**src/rtl/seg_pkg.sv**
```systemverilog
// Shared definitions for the seven-segment reader: pattern constants (also used
// by the BCD-to-segment encoder), FSM state encoding and port widths.
package seg_pkg;

  localparam int unsigned SEG_W    = 7;
  localparam int unsigned CODE_W   = 4;
  localparam int unsigned ERRCNT_W = 8;
  localparam int unsigned RUN_W    = 4;
  localparam int unsigned STATE_W  = 2;

  // Active-low segment patterns, bit6=g ... bit0=a
  localparam logic [SEG_W-1:0] SEG_PAT_0 = 7'b1000000;
  localparam logic [SEG_W-1:0] SEG_PAT_1 = 7'b1111001;
  localparam logic [SEG_W-1:0] SEG_PAT_2 = 7'b0100100;
  localparam logic [SEG_W-1:0] SEG_PAT_3 = 7'b0110000;
  localparam logic [SEG_W-1:0] SEG_PAT_4 = 7'b0011001;
  localparam logic [SEG_W-1:0] SEG_PAT_5 = 7'b0010010;
  localparam logic [SEG_W-1:0] SEG_PAT_6 = 7'b0000010;
  localparam logic [SEG_W-1:0] SEG_PAT_7 = 7'b1011000;
  localparam logic [SEG_W-1:0] SEG_PAT_8 = 7'b0000000;
  localparam logic [SEG_W-1:0] SEG_PAT_9 = 7'b0010000;
  localparam logic [SEG_W-1:0] SEG_PAT_A = 7'b1111111;  // blank
  localparam logic [SEG_W-1:0] SEG_PAT_B = 7'b0111111;  // dash
  localparam logic [SEG_W-1:0] SEG_PAT_C = 7'b0001001;  // H
  localparam logic [SEG_W-1:0] SEG_PAT_D = 7'b1000111;  // L
  localparam logic [SEG_W-1:0] SEG_PAT_E = 7'b0000110;  // E
  localparam logic [SEG_W-1:0] SEG_PAT_F = 7'b0001100;  // P

  localparam logic [STATE_W-1:0] S_IDLE  = 2'd0;
  localparam logic [STATE_W-1:0] S_TRACK = 2'd1;
  localparam logic [STATE_W-1:0] S_HOLD  = 2'd2;

endpackage

```
**src/rtl/seg_lookup.sv**
```systemverilog
// Combinational segment-pattern to code decoder; hit=0 for unrecognised patterns.
module seg_lookup
  import seg_pkg::*;
(
  input  logic [SEG_W-1:0]  pat,
  output logic [CODE_W-1:0] code,
  output logic              hit
);

  // Table decode with a miss default
  always_comb begin
    code = '0;
    hit  = 1'b1;
    case (pat)
      SEG_PAT_0: code = 4'h0;
      SEG_PAT_1: code = 4'h1;
      SEG_PAT_2: code = 4'h2;
      SEG_PAT_3: code = 4'h3;
      SEG_PAT_4: code = 4'h4;
      SEG_PAT_5: code = 4'h5;
      SEG_PAT_6: code = 4'h6;
      SEG_PAT_7: code = 4'h7;
      SEG_PAT_8: code = 4'h8;
      SEG_PAT_9: code = 4'h9;
      SEG_PAT_A: code = 4'hA;
      SEG_PAT_B: code = 4'hB;
      SEG_PAT_C: code = 4'hC;
      SEG_PAT_D: code = 4'hD;
      SEG_PAT_E: code = 4'hE;
      SEG_PAT_F: code = 4'hF;
      default:   hit  = 1'b0;
    endcase
  end

endmodule

```
**src/rtl/seg_reader.sv**
```systemverilog
// Seven-segment pattern reader: debounces strobed patterns and decodes them
// into a 4-bit code, flagging unrecognised patterns.
// Define SEG_STABLE_FILTER_EN to require STABLE_CNT identical strobes before
// a pattern is accepted; otherwise every change of pattern is accepted at once.
module seg_reader
  import seg_pkg::*;
#(
  parameter int unsigned STABLE_CNT = 4
) (
  input  logic                clk,
  input  logic                rst_n,
  input  logic [SEG_W-1:0]    seg_in,
  input  logic                seg_vld,
  output logic [CODE_W-1:0]   code,
  output logic                code_vld,
  output logic                err,
  output logic [ERRCNT_W-1:0] err_cnt,
  output logic                busy
);

  localparam logic [RUN_W-1:0] RUN_TGT = RUN_W'(STABLE_CNT);

  logic [STATE_W-1:0]  state_q, state_nx;
  logic [SEG_W-1:0]    cand_q, cand_nx;
  logic [RUN_W-1:0]    run_q, run_nx;
  logic [RUN_W-1:0]    run_inc;
  logic [CODE_W-1:0]   code_nx;
  logic                code_vld_nx, err_nx, busy_nx;
  logic [ERRCNT_W-1:0] err_cnt_nx;
  logic                accept_c;
  logic [CODE_W-1:0]   lk_code;
  logic                lk_hit;

  seg_lookup u_lookup (
    .pat  (seg_in),
    .code (lk_code),
    .hit  (lk_hit)
  );

  assign run_inc = run_q + RUN_W'(1);

`ifndef SEG_STABLE_FILTER_EN
  logic [RUN_W-1:0] unused_run_tgt;
  logic [RUN_W-1:0] unused_run_inc;
  assign unused_run_tgt = RUN_TGT;
  assign unused_run_inc = run_inc;
`endif

  // Next-state, candidate tracking and output computation
  always_comb begin
    state_nx    = state_q;
    cand_nx     = cand_q;
    run_nx      = run_q;
    accept_c    = 1'b0;
    code_nx     = code;
    code_vld_nx = 1'b0;
    err_nx      = 1'b0;
    err_cnt_nx  = err_cnt;

`ifdef SEG_STABLE_FILTER_EN
    case (state_q)
      S_IDLE: begin
        if (seg_vld) begin
          cand_nx  = seg_in;
          run_nx   = RUN_W'(1);
          state_nx = S_TRACK;
        end
      end
      S_TRACK: begin
        if (seg_vld) begin
          if (seg_in == cand_q) begin
            run_nx = run_inc;
            if (run_inc == RUN_TGT) begin
              accept_c = 1'b1;
              state_nx = S_HOLD;
            end
          end else begin
            cand_nx = seg_in;
            run_nx  = RUN_W'(1);
          end
        end
      end
      S_HOLD: begin
        if (seg_vld && (seg_in != cand_q)) begin
          cand_nx  = seg_in;
          run_nx   = RUN_W'(1);
          state_nx = S_TRACK;
        end
      end
      default: state_nx = S_IDLE;
    endcase
`else
    // cand_q holds the last accepted pattern once in HOLD
    case (state_q)
      S_IDLE: begin
        if (seg_vld) begin
          accept_c = 1'b1;
          cand_nx  = seg_in;
          state_nx = S_HOLD;
        end
      end
      S_HOLD: begin
        if (seg_vld && (seg_in != cand_q)) begin
          accept_c = 1'b1;
          cand_nx  = seg_in;
        end
      end
      default: state_nx = S_IDLE;
    endcase
`endif

    if (accept_c) begin
      if (lk_hit) begin
        code_nx     = lk_code;
        code_vld_nx = 1'b1;
      end else begin
        err_nx = 1'b1;
        if (err_cnt != {ERRCNT_W{1'b1}}) begin
          err_cnt_nx = err_cnt + ERRCNT_W'(1);
        end
      end
    end

    busy_nx = (state_nx == S_TRACK);
  end

  // State and registered outputs, synchronous active-low reset
  always_ff @(posedge clk) begin
    if (!rst_n) begin
      state_q  <= S_IDLE;
      cand_q   <= '0;
      run_q    <= '0;
      code     <= '0;
      code_vld <= 1'b0;
      err      <= 1'b0;
      err_cnt  <= '0;
      busy     <= 1'b0;
    end else begin
      state_q  <= state_nx;
      cand_q   <= cand_nx;
      run_q    <= run_nx;
      code     <= code_nx;
      code_vld <= code_vld_nx;
      err      <= err_nx;
      err_cnt  <= err_cnt_nx;
      busy     <= busy_nx;
    end
  end

endmodule

```
**config.mk**
```make
export PLATFORM = sky130hd
export DESIGN_NAME = seg_reader
export DESIGN_NICKNAME = d
export VERILOG_FILES = /design/src/rtl/seg_pkg.sv /design/src/rtl/seg_lookup.sv /design/src/rtl/seg_reader.sv
export SDC_FILE = /design/constraint.sdc
export NUM_CORES = 1
export LEC_CHECK = 0
export ABC_AREA = 1
export CORE_MARGIN = 2
export CORE_UTILIZATION = 25
export CTS_BUF_LIST = sky130_fd_sc_hd__clkbuf_8
export DETAILED_ROUTE_END_ITERATION = 6
export PLACE_DENSITY_LB_ADDON = 0.05
export SETUP_SLACK_MARGIN = 0.2
export SLEW_MARGIN = 0
export SYNTH_ARGS = -nofsm -noshare
export SYNTH_HDL_FRONTEND = slang
export SYNTH_HIERARCHICAL = 1
export SYNTH_SLANG_ARGS = --single-unit
```
**constraint.sdc**
```tcl
create_clock -name clk -period 2.2 [get_ports clk]
set_input_delay 0.44 -clock clk [delete_from_list [all_inputs] [get_ports clk]]
set_output_delay 0.44 -clock clk [all_outputs]
set_load 0.005 [all_outputs]
```
---- Word level (Yosys, flattened, before mapping) ----
Index checks and enable logic that the tools add are counted.
word-level totals
  input bits .............................. 10
  register bits ........................... 24
  logic and storage cells ................. 51
  bits in latches ......................... 0
  bits in writable memories ............... 0
  memory bits (read-only) ................. 0
  output and inout bits ................... 15
  memories kept ........................... 0
operators by class
  multipliers ............................. 0
  equality and inequality tests ........... 21
  divide/modulo/power cells ............... 0
  multiplexer cells ....................... 12
  bitwise gates (word level) .............. 1
  shifts and indexed selects .............. 0
  $add $sub $neg .......................... 1
  $lt $le $gt $ge ......................... 0
  reduce and logical (&&, ||, !) cells .... 9
operator list
  cell                                                  count
  case mux 4 bit (15 select lines)                      1
  equality test 7 bit (second input constant)           5
  equality test 7 x 5 -> 1 bit (second input constant)  3
  equality test 7 x 6 -> 1 bit (second input constant)  3
  OR reduction 16 bit                                   1
  equality test 7 x 4 -> 1 bit (second input constant)  2
  2-to-1 mux 7 bit                                      2
  case mux 7 bit (2 select lines)                       1
  adder 8 x 1 -> 8 bit (second input constant)          1
  inequality test 8 bit (second input constant)         1
  equality test 7 x 2 -> 1 bit (second input constant)  1
  equality test 7 x 3 -> 1 bit (second input constant)  1
  logical NOT 7 bit                                     1
  inequality test 7 bit                                 1
  AND reduction 3 bit                                   2
  2-to-1 mux 1 bit                                      5
  inequality test 2 bit (second input constant)         2
  case mux 2 bit (2 select lines)                       1
  AND reduction 2 bit                                   2
  equality test 2 x 1 -> 1 bit (second input constant)  1
  equality test 2 bit (second input constant)           1
  logical NOT 2 bit                                     1
  2-to-1 mux 2 bit                                      1
  case mux 1 bit (2 select lines)                       1
  3 further kinds                                       3

---- Longest topological paths before layout ----
Gate-level depths: netlist (run 1).
  depth after elaboration ................. 5
  gate-level depth with buffers ........... 13
  gate-level depth less buffers ........... 12

---- By module ----
Netlist (run 1), hierarchy kept.
modules (own cells, without submodules)
  module      sequential area each (µm²)  cells each  area an instance (µm²)  times used
  seg_reader  480.5                       189         1265.0                  1
  seg_lookup  0.0                         68          319.1                   1

---- Worst setup path before layout (run 1) ----
OpenSTA, ideal clock, no wires.
  kind .................................... input to register
  start ................................... input seg_in[0]
  end ..................................... register err_cnt[7]
  data required time ...................... 2.065 ns
  library setup time ...................... 0.135 ns
  buffers on the path ..................... 1
  slack ................................... 0.315 ns
  arrival ................................. 1.750 ns
  stages on the path ...................... 13
  cells stage by stage .................... inv_1 > nor2_1 > nand2_2 > nand2_1 > nand2_1 > nand2_2 > nor2_1 > nand2_1 > clkbuf_1 > a21oi_2 > nand4_2 > nand2_1 > a21oi_1
between the ends
  cells in the longest elaborated chain, start to end .. 5
  elaborated cells on any way between the ends .. 24
  those cells by class .................... eq/ne (16); mux (3); bitwise (1); reduce/logical (4)
ends and longest elaborated chain
  element                                            line               RTL
  start: declaration                                 seg_reader.sv:12   input logic [SEG_W-1:0] seg_in,
  equality test 7 bit, or another cell as far along  seg_lookup.sv:14   case (pat)
  OR reduction 16 bit (no source line) *             --
  2-to-1 mux 1 bit *                                 seg_lookup.sv:14
  net lk_hit                                         seg_reader.sv:32   logic lk_hit;
  inverter 1 bit (no source line) *                  --
  AND reduction 3 bit (no source line) *             --
  end signal: assignment                             seg_reader.sv:145  err_cnt <= err_cnt_nx;
  end: declaration                                   seg_reader.sv:17   output logic [ERRCNT_W-1:0] err_cnt,
Mark *: on every way through the listed nets, which the timed path passes. The rest lies on a longest branch.
A chain may end at the register's enable or synchronous reset.

---- Worst setup path in the final report (run 1) ----
  start ................................... input seg_in[6]
  end ..................................... register err_cnt[6]
Same word-level chain as after synthesis.

==> results of run 1 <==
sequential cells by signal (all words and copies together), names as in the netlist:
register,count
code,4
busy,1
cand_q,7
state_q,2
code_vld,1
err,1
err_cnt,8
per-layer routing:
metal | track usage (%) | vias up | share of wire [%]
met5 | 0 | - | 0
met4 | 4.692 | 0 | 1.8
met3 | 1.879 | 9 | 2.4
met2 | 26.62 | 25 | 49
met1 | 18.79 | 829 | 47
li1 | - | 982 | -
Yosys cell counts:
cell type  count
inv_1         30
clkbuf_1       4
xor2_1         5
buf_6          1
nor2_1        27
a21oi_2        3
nand2_1       76
nand3_1       21
nor3_1         4
ha_1           1
a211oi_1       1
nand4_2        1
nor2_2         7
nand3_2        1
dfxtp_1       24
buf_4          1
inv_2          4
o21ai_1        1
nand2_8        1
o21a_1         1
o21ai_0        1
buf_2          1
nand4_1       18
conb_1         1
a21oi_1       18
nand2_2        4
critical path, stage by stage:
cell           delay [ps]
dlygate4sd2_1         240
buf_6                 130
buf_4                 130
nand3_2                60
inv_1                  50
nand2_1                90
nand3_2               110
nor2_4                150
nand2_4                80
a21oi_4               170
nand4_4               230
nand2_2               150
a21oi_2                50
through the flow:
step | power (uW) | hold WS (ps) | cells | util [%]
floorplan | 565.6 | 399.6 | 258 | -
global placement | 675.3 | 433.3 | 391 | 34.90
detailed placement | 672.7 | 432.8 | 391 | 34.90
CTS | 1001 | 445.2 | 405 | 37.99
global route | 1058 | 474.0 | 408 | 39.66
finish | 1000 | 434.8 | 408 | 39.66
kinds of logic (layout without fill, tap and decap cells):
family | Yosys count | after routing | share of synthesized area [%]
flops | 24 | 24 | 30.33
compound gates | 25 | 25 | 8.926
simple gates | 160 | 161 | 46.45
fa+ha+maj | 1 | 1 | 0.7898
xor+xnor | 5 | 5 | 2.764
other cells | 1 | 2 | 0.2367
buf+inv | 41 | 113 | 10.50
layout make-up:
class	count	area, um2
Inverter	34	130.1
Timing Repair Buffer	75	629.4
Clock buffer	4	55.05
Tap cell	77	96.34
Multi-Input combinational cell	194	1084
Fill cell	696	3766
Sequential cell	24	480.5
report_power, final:
group	switching, uW	leakage (uW)	total [uW]	internal [uW]
registers	9.25	0.000195	455	446
clock network	143	0.0000288	303	160
logic	133	0.000903	242	109
worst paths after layout:
kind                                 start          to
worst min register to register  state_q[0]  state_q[1]
worst min-delay path            state_q[0]  state_q[1]
worst max-delay path             seg_in[6]  err_cnt[6]
worst max register to register  err_cnt[0]  err_cnt[7]
repair_timing:
item                       in CTS  in global routing
gates resized for setup        21                 34
buffers inserted                9                  3
pin swaps                       9                 16
hold endpoints to repair        0                  0
setup endpoints to repair      21                 21
cloned                          1                  0
==> run summary, run 1 <==
final hold vios - 0
Max Fclk - 524.7 MHz
Tcrit/Tclk final - 86.62%
H-tree depth - 1
placed cell area - 2178 um2
GPL Wtd Cong - 0.7567
Synth Cell Area - 1584 um2
Final Worst Setup Slack - 294.3 ps
Top Ports - 25
post-synthesis register bit count - 24
root buf cell - clkbuf_8
Hold Crit Class - flip-flop to flip-flop
setup TNS - 0 ps
gate count after technology mapping - 257
antenna violations before repair - 0
WHS Path Cells - 1
critical path class - input pin to flip-flop
final setup fails - 0
die span in y - 83.60 um
Leak - 0.001127 uW
first-pass GRT wire length - 8549 um
RSZ-0062 raised after global routing - false
Inserted Diodes - 0
startpoint type of the worst setup path - input pin
maximum VDD drop - 279.6 uV
Starting Density - 25.38%
First DRT Iteration DRCs - 42
clock-pin slew on the worst setup and hold paths - 80 ps
total CTS buffers - 3
die width - 83.60 um
outcome - finished, final reports clean
clk buf depth - 2
final wirelength - 5092 um
Yosys top cell by area - dfxtp_1
latest clock arrival within the worst-skew pair - 270 ps
Final Max Slew Viols - 0
Routed Antenna Nets - 0
Final Instance Area - 2475 um2
commonest cells after routing, fill and taps aside - nand2_1 (68), buf_4 (45), inv_1 (29), dfxtp_1 (24), nor2_1 (23)
Core Area - 6241 um2
port bufs - 24
Unique masters post-synth - 26
pre-CTS setup slack - -460.3 ps
GRT Total Usage - 14.99%
DR vias - 1845
Synth warnings - 6
share of cells above drive strength 1 - 31.42%
routed len/inst - 12.48 um
hold_buf cts - 0
Rows - 29
commonest non-fill, non-tap cell in the layout - nand2_1
synthesis-to-layout area growth - 56.24%
vias in the first global route - 1854
reg2reg path depth - 7
First-pass DRT Iterations - 4
Avg Vias per Cell - 4.522
DRC viols - 0
Nets - 343
hpwl dp - 3606 um
post-layout min period - 1906 ps
worst endpoint data arrival time - 2060 ps
Worst Path Max Fanout - 8
full die area - 6989 um2
Worst Skew - 3.045 ps
dominant cells by area after synthesis - dfxtp_1 (30%), nand2_1 (18%), inv_1 (7.1%)
sinks on the clock net - 24
largest net degree at the start of global routing - 23
share of the synthesized area in the top cell type - 30.33%
syn avg cell area - 6.163 um2
crit end category - flip-flop
total grt overflow - 0
pwr/cell area - 404.2 nW/um2
CTS tree - built
max-capacitance violation count - 0
R2R Setup Slk - 640 ps
Crit path required time - 2360 ps
sequential fraction of the synthesis area - 30.33%
Power figures use the tool's default switching activity.
==> run 2, diff against run 1 <==
--- a/config.mk
+++ b/config.mk
@@ -10,6 +10,7 @@
 export CORE_UTILIZATION = 25
 export CTS_BUF_LIST = sky130_fd_sc_hd__clkbuf_8
 export DETAILED_ROUTE_END_ITERATION = 6
+export GPL_TIMING_DRIVEN = 0
 export PLACE_DENSITY_LB_ADDON = 0.05
 export SETUP_SLACK_MARGIN = 0.2
 export SLEW_MARGIN = 0
==> run 2 against run 1 <==
Core utilization down 7.9 points. Count of clock-buffer cells in the layout fell by 1. Critical path depth is the same. Setup slack better by 76 ps. Clock skew up 2.6 ps. Critical path type unchanged. Critical endpoint is now err_cnt[2]. Highest routed layer unchanged.
==> run summary, run 2 (synthesis results as in run 1) <==
Final Max Slew Viols - 0
Inserted Diodes - 0
final hold vios - 0
WHS Path Cells - 1
clock-pin slew on the worst setup and hold paths - 90 ps
Sw Share - 29.53%
worst endpoint data arrival time - 2030 ps
full die area - 6989 um2
largest stage delay on the critical path - 220 ps
GRT Total Usage - 13.17%
Routed Antenna Nets - 0
setup TNS - 0 ps
worst hold start - state_q[0]
maximum VDD drop - 278.1 uV
Flop pwr share - 50.9%
latest clock arrival within the worst-skew pair - 270 ps
Levels on crit path - 13
final setup fails - 0
commonest non-fill, non-tap cell in the layout - nand2_1
root buf cell - clkbuf_8
Worst Skew - 5.650 ps
sinks on the clock net - 24
reg2reg end - err_cnt[2]
GR Layer Usage met1 - 18.44%
First DRT Iteration DRCs - 79
total grt overflow - 0
H-tree depth - 1
critical path's slowest cell - buf_2
startpoint type of the worst setup path - input pin
worst flop-to-flop path startpoint - err_cnt[0]
Max Fclk - 546.6 MHz
clk buf depth - 2
Cells after DPL - 359
antenna violations before repair - 0
Logic pwr share - 19.2%
worst-margin pin slew - 602.4 ps
critical path class - input pin to flip-flop
outcome - finished, final reports clean
Avg Vias per Cell - 4.518
biggest regs - err_cnt: 8 flops, cand_q: 7 flops, code: 4 flops
First-pass DRT Iterations - 4
R2R Setup Slk - 640 ps
hpwl dp - 3229 um
CP top delay family - simple AND/OR/NAND/NOR gates
DRC viols - 0
share of cells above drive strength 1 - 13.29%
DR vias - 1640
Top Ports - 25
Rows - 29
RSZ-0062 raised after global routing - true
largest net degree at the start of global routing - 13
die span in y - 83.60 um
Starting Density - 25.38%
M3 GR Usage - 1.484%
crit end category - flip-flop
non-filler cells, final - 363
Tcrit/Tclk final - 83.16%
max-capacitance violation count - 0
synthesis-to-layout area growth - 24.96%
Core Area - 6241 um2
CTS tree - built
first-pass GRT wire length - 7548 um
Hold Crit Class - flip-flop to flip-flop
pwr/cell area - 451.8 nW/um2
commonest cells after routing, fill and taps aside - nand2_1 (76), inv_1 (29), nor2_1 (27), dfxtp_1 (24), nand3_1 (21)
largest reg by FF count - err_cnt
Crit path required time - 2400 ps
met2 GRT Util - 21.45%
hold_buf cts - 0
worst path cell trace - buf_2 -> nor2_2 -> nand3_1 -> nor2_1 -> nor2_2 -> nand2_2 -> nor2_1 -> nand2_1 -> buf_2 -> a21oi_4 -> buf_6 -> nand4_1 -> a21oi_1
Clk pwr share - 29.8%
reg2reg path depth - 7
post-layout min period - 1829 ps
Leak - 0.0008596 uW
hold endpoint - state_q[1]
port bufs - 24
vias in the first global route - 1579
hold slack - 420.5 ps
GPL Wtd Cong - 0.7901
Nets - 299
routed len/inst - 12.05 um
die width - 83.60 um
final wirelength - 4374 um
P_sw - 264.1 uW
Rel. slew slack - 59.84%
Worst Path Max Fanout - 9
P_int - 630.2 uW
max reg flops - 8
worst path bufs/invs - 3
GRT busiest layer - met2
total CTS buffers - 3
-- run 2: metrics by stage --
| step | area (um2) | total power (uW) | worst slack [ps] | util (%) |
|---|---|---|---|---|
| 2_1_floorplan | 1588 | 565.6 | 314.7 | - |
| 3_3_place_gp | 1924 | 636.5 | -898.3 | 30.83 |
| 3_5_place_dp | 1924 | 634.4 | -850.4 | 30.83 |
| 4_1_cts | 1986 | 904.3 | 207.1 | 31.82 |
| 5_1_grt | 1979 | 947.6 | 189.5 | 31.72 |
| 6_report | 1979 | 894.3 | 370.6 | 31.72 |
-- run 2: layout make-up --
| type | instances | area, um2 |
|---|---|---|
| Buffer | 7 | 40.04 |
| Clock buffer | 3 | 41.29 |
| Fill cell | 717 | 4262 |
| Inverter | 34 | 127.6 |
| Multi-Input combinational cell | 193 | 967.2 |
| Sequential cell | 24 | 480.5 |
| Tap cell | 77 | 96.34 |
| Timing Repair Buffer | 25 | 226.5 |
-- run 2: what timing repair did --
action / 4_1_cts / 5_1_grt
setup endpoints to repair: 21 / 13
gates cloned: 0 / 0
setup buffers: 1 / 0
resized for setup: 30 / 17
pin swaps: 0 / 3
-- run 2: how the worst max path moves through the flow --
stage | startpoint | end | slack (ps)
after global placement | seg_in[5] | err_cnt[6] | -900
after global routing | seg_in[2] | code[0] | 190
after floorplan | seg_in[0] | err_cnt[7] | 310
after CTS | seg_in[4] | err_cnt[6] | 210
after detailed placement | seg_in[5] | err_cnt[6] | -850
final | seg_in[2] | err_cnt[2] | 370
-- run 2: power by group through the flow --
stage               logic, uW  registers, uW  clock network (uW)
finish                    172            456                 267
global route              198            459                 291
CTS                       172            456                 276
detailed placement        168            466                   0
global placement          170            466                   0
floorplan                 101            464                   0
-- run 2: worst reg2reg max path, stage by stage (launching register included) --
cell and delay [ps]:
dfxtp_1 420, ha_1 210, nand2_1 80, nor2_1 270, a21oi_4 120, buf_6 160
nand4_1 90, a21oi_1 70
-- run 2: per-layer routing --
metal  vias up  share of wire (%)
met1       727                 51
met2        27                 46
met3         2                2.9
met5         -                  0
met4         0               0.64
li1        884                  -
==> run 3, diff against run 2 <==
==> constraint.sdc (replaced) <==
create_clock -name clk -period 1.5 [get_ports clk]
set_input_delay 0.3 -clock clk [delete_from_list [all_inputs] [get_ports clk]]
set_output_delay 0.3 -clock clk [all_outputs]
set_load 0.005 [all_outputs]
==> run 3 against run 2 <==
The flow now finishes with violations (setup timing). Global-route usage is 0.62 points higher. Routed wire length is 7.2% higher. Combinational power is 110% higher. First-iteration DRC count is 30% higher. Count of clock-buffer cells in the layout stayed put. Critical path depth is 1 higher. Register-to-register slack worse by 610 ps. Final cell count is 7.2% higher. Total power is 58% higher. Sequential cell count stayed put. Die area stayed put. Design area is 25% higher. Largest cell class unchanged.
==> run summary, run 3 (synthesis results as in run 1) <==
Final Max Slew Viols - 0
Tcrit/Tclk final - 101.3%
first-pass GRT wire length - 7955 um
final wirelength - 4691 um
clock-pin slew on the worst setup and hold paths - 90 ps
Final Worst Setup Slack - -20.03 ps
post-layout min period - 1520 ps
Sw Share - 30.19%
P_sw - 427.8 uW
Avg Vias per Cell - 4.586
DR vias - 1784
Worst Skew - 3.203 ps
die span in y - 83.60 um
hpwl dp - 3201 um
full die area - 6989 um2
register area - 510.5 um2
Rows - 29
outcome - finished with violations
total grt overflow - 0
routed len/inst - 12.06 um
P_int - 989.3 uW
largest reg by FF count - err_cnt
Leak - 0.001145 uW
critical path class - input pin to flip-flop
max reg flops - 8
Routed Antenna Nets - 0
Clk pwr share - 27.8%
Final Instance Area - 2466 um2
Inserted Diodes - 0
pwr/cell area - 574.6 nW/um2
root buf cell - clkbuf_8
maximum VDD drop - 388.4 uV
DRC viols - 0
GRT Total Usage - 13.79%
RSZ-0062 raised after global routing - true
worst flop-to-flop path startpoint - err_cnt[0]
First-pass DRT Iterations - 4
antenna violations before repair - 0
final hold vios - 0
Critical Path Source - seg_in[3]
Top Ports - 25
vias in the first global route - 1705
largest net degree at the start of global routing - 13
Hold Crit Class - input pin to flip-flop
First DRT Iteration DRCs - 103
synthesis-to-layout area growth - 55.69%
Rel. slew slack - 64.16%
Max Fclk - 657.9 MHz
failing checks - setup timing
max-capacitance violation count - 0
clk buf depth - 2
area of the multi-input gates - 1127 um2
Flop pwr share - 47.1%
placed cell area - 1993 um2
total CTS buffers - 3
hold slack - 323.2 ps
commonest cells after routing, fill and taps aside - nand2_1 (57), inv_1 (25), buf_4 (24), nand2_2 (21), nand4_1 (18)
commonest non-fill, non-tap cell in the layout - nand2_1
sinks on the clock net - 24
Core Area - 6241 um2
worst-margin pin slew - 537.6 ps
hold_buf cts - 0
Starting Density - 25.38%
setup TNS - -95.28 ps
Logic pwr share - 25.2%
Crit path required time - 1640 ps
final setup fails - 8
crit end category - flip-flop
Nets - 325
GPL Wtd Cong - 0.8158
H-tree depth - 1
latest clock arrival within the worst-skew pair - 270 ps
die width - 83.60 um
Design Power - 1417 uW
fill count - 673
worst hold start - seg_in[6]
share of cells above drive strength 1 - 40.71%
CTS tree - built
worst endpoint data arrival time - 1660 ps
biggest regs - err_cnt: 8 flops, cand_q: 7 flops, code: 4 flops
Worst Path Max Fanout - 8
startpoint type of the worst setup path - input pin
port bufs - 24
-- run 3: changes by cell type in the layout (fill, tap and decap cells not counted), moves of 5 or more --
cell	before	now
dlygate4sd2_1	0	14
nor2_1	27	16
nand2_2	4	21
nor2_4	1	6
nor2_2	6	12
dfxtp_1	24	6
a21oi_1	18	13
dfxtp_2	0	15
nand2_1	76	57
a21oi_2	2	7
buf_4	1	24
clkdlybuf4s50_1	17	2
-- run 3: through the flow --
step	setup slack, ps	instances	util (%)
floorplan	-75.69	258	-
global placement	-1341	359	31.94
detailed placement	-1335	359	31.94
CTS	-19.20	380	36.71
global route	-138.3	389	39.51
finish	-20.03	389	39.51
-- run 3: cell type report --
type	count	area share, %
well taps	77	3.907
multi-input cells	193	45.71
inverters	34	5.987
flip-flops and latches	24	20.70
repair buffers	51	19.79
clock buffers	3	1.674
plain buffers	7	2.232
-- run 3: routing by layer --
metal | vias to the layer above | routed length [um] | track usage (%)
met5 | - | 0 | 0
met4 | 0 | 46 | 4.399
met3 | 4 | 164 | 2.275
met2 | 34 | 2236 | 22.25
met1 | 801 | 2244 | 18.77
li1 | 945 | - | -
-- run 3: what timing repair did --
action                     CTS  global route
gates resized for setup    110            40
pin swaps                   27            25
setup endpoints to repair   36            23
cloned                       1             0
buffers inserted            17             9
-- run 3: path summary, 6_finish.rpt --
check	end	slack [ps]	cells after the start
worst max-delay path	err_cnt[3]	-20	14
worst min-delay path	cand_q[6]	320	3
worst max register to register	err_cnt[3]	30	7
worst min register to register	state_q[1]	430	1
-- run 3: worst max-delay path, stage by stage --
cell	delay, ps
buf_12	120
inv_12	50
nor2_4	30
nand2_1	60
nor2_2	50
nor2_2	110
nand2_2	70
nor2_2	110
nand2_2	60
buf_8	130
a21oi_4	180
nand4_4	200
nand2_1	110
a21oi_1	60
-- run 3: power groups by stage --
stage / combinational (uW) / sequential (uW) / clock, uW
5_1_grt: 396 / 670 / 441
3_5_place_dp: 270 / 683 / 0
3_3_place_gp: 272 / 683 / 0
2_1_floorplan: 163 / 681 / 0
6_report: 357 / 667 / 393
4_1_cts: 325 / 667 / 412
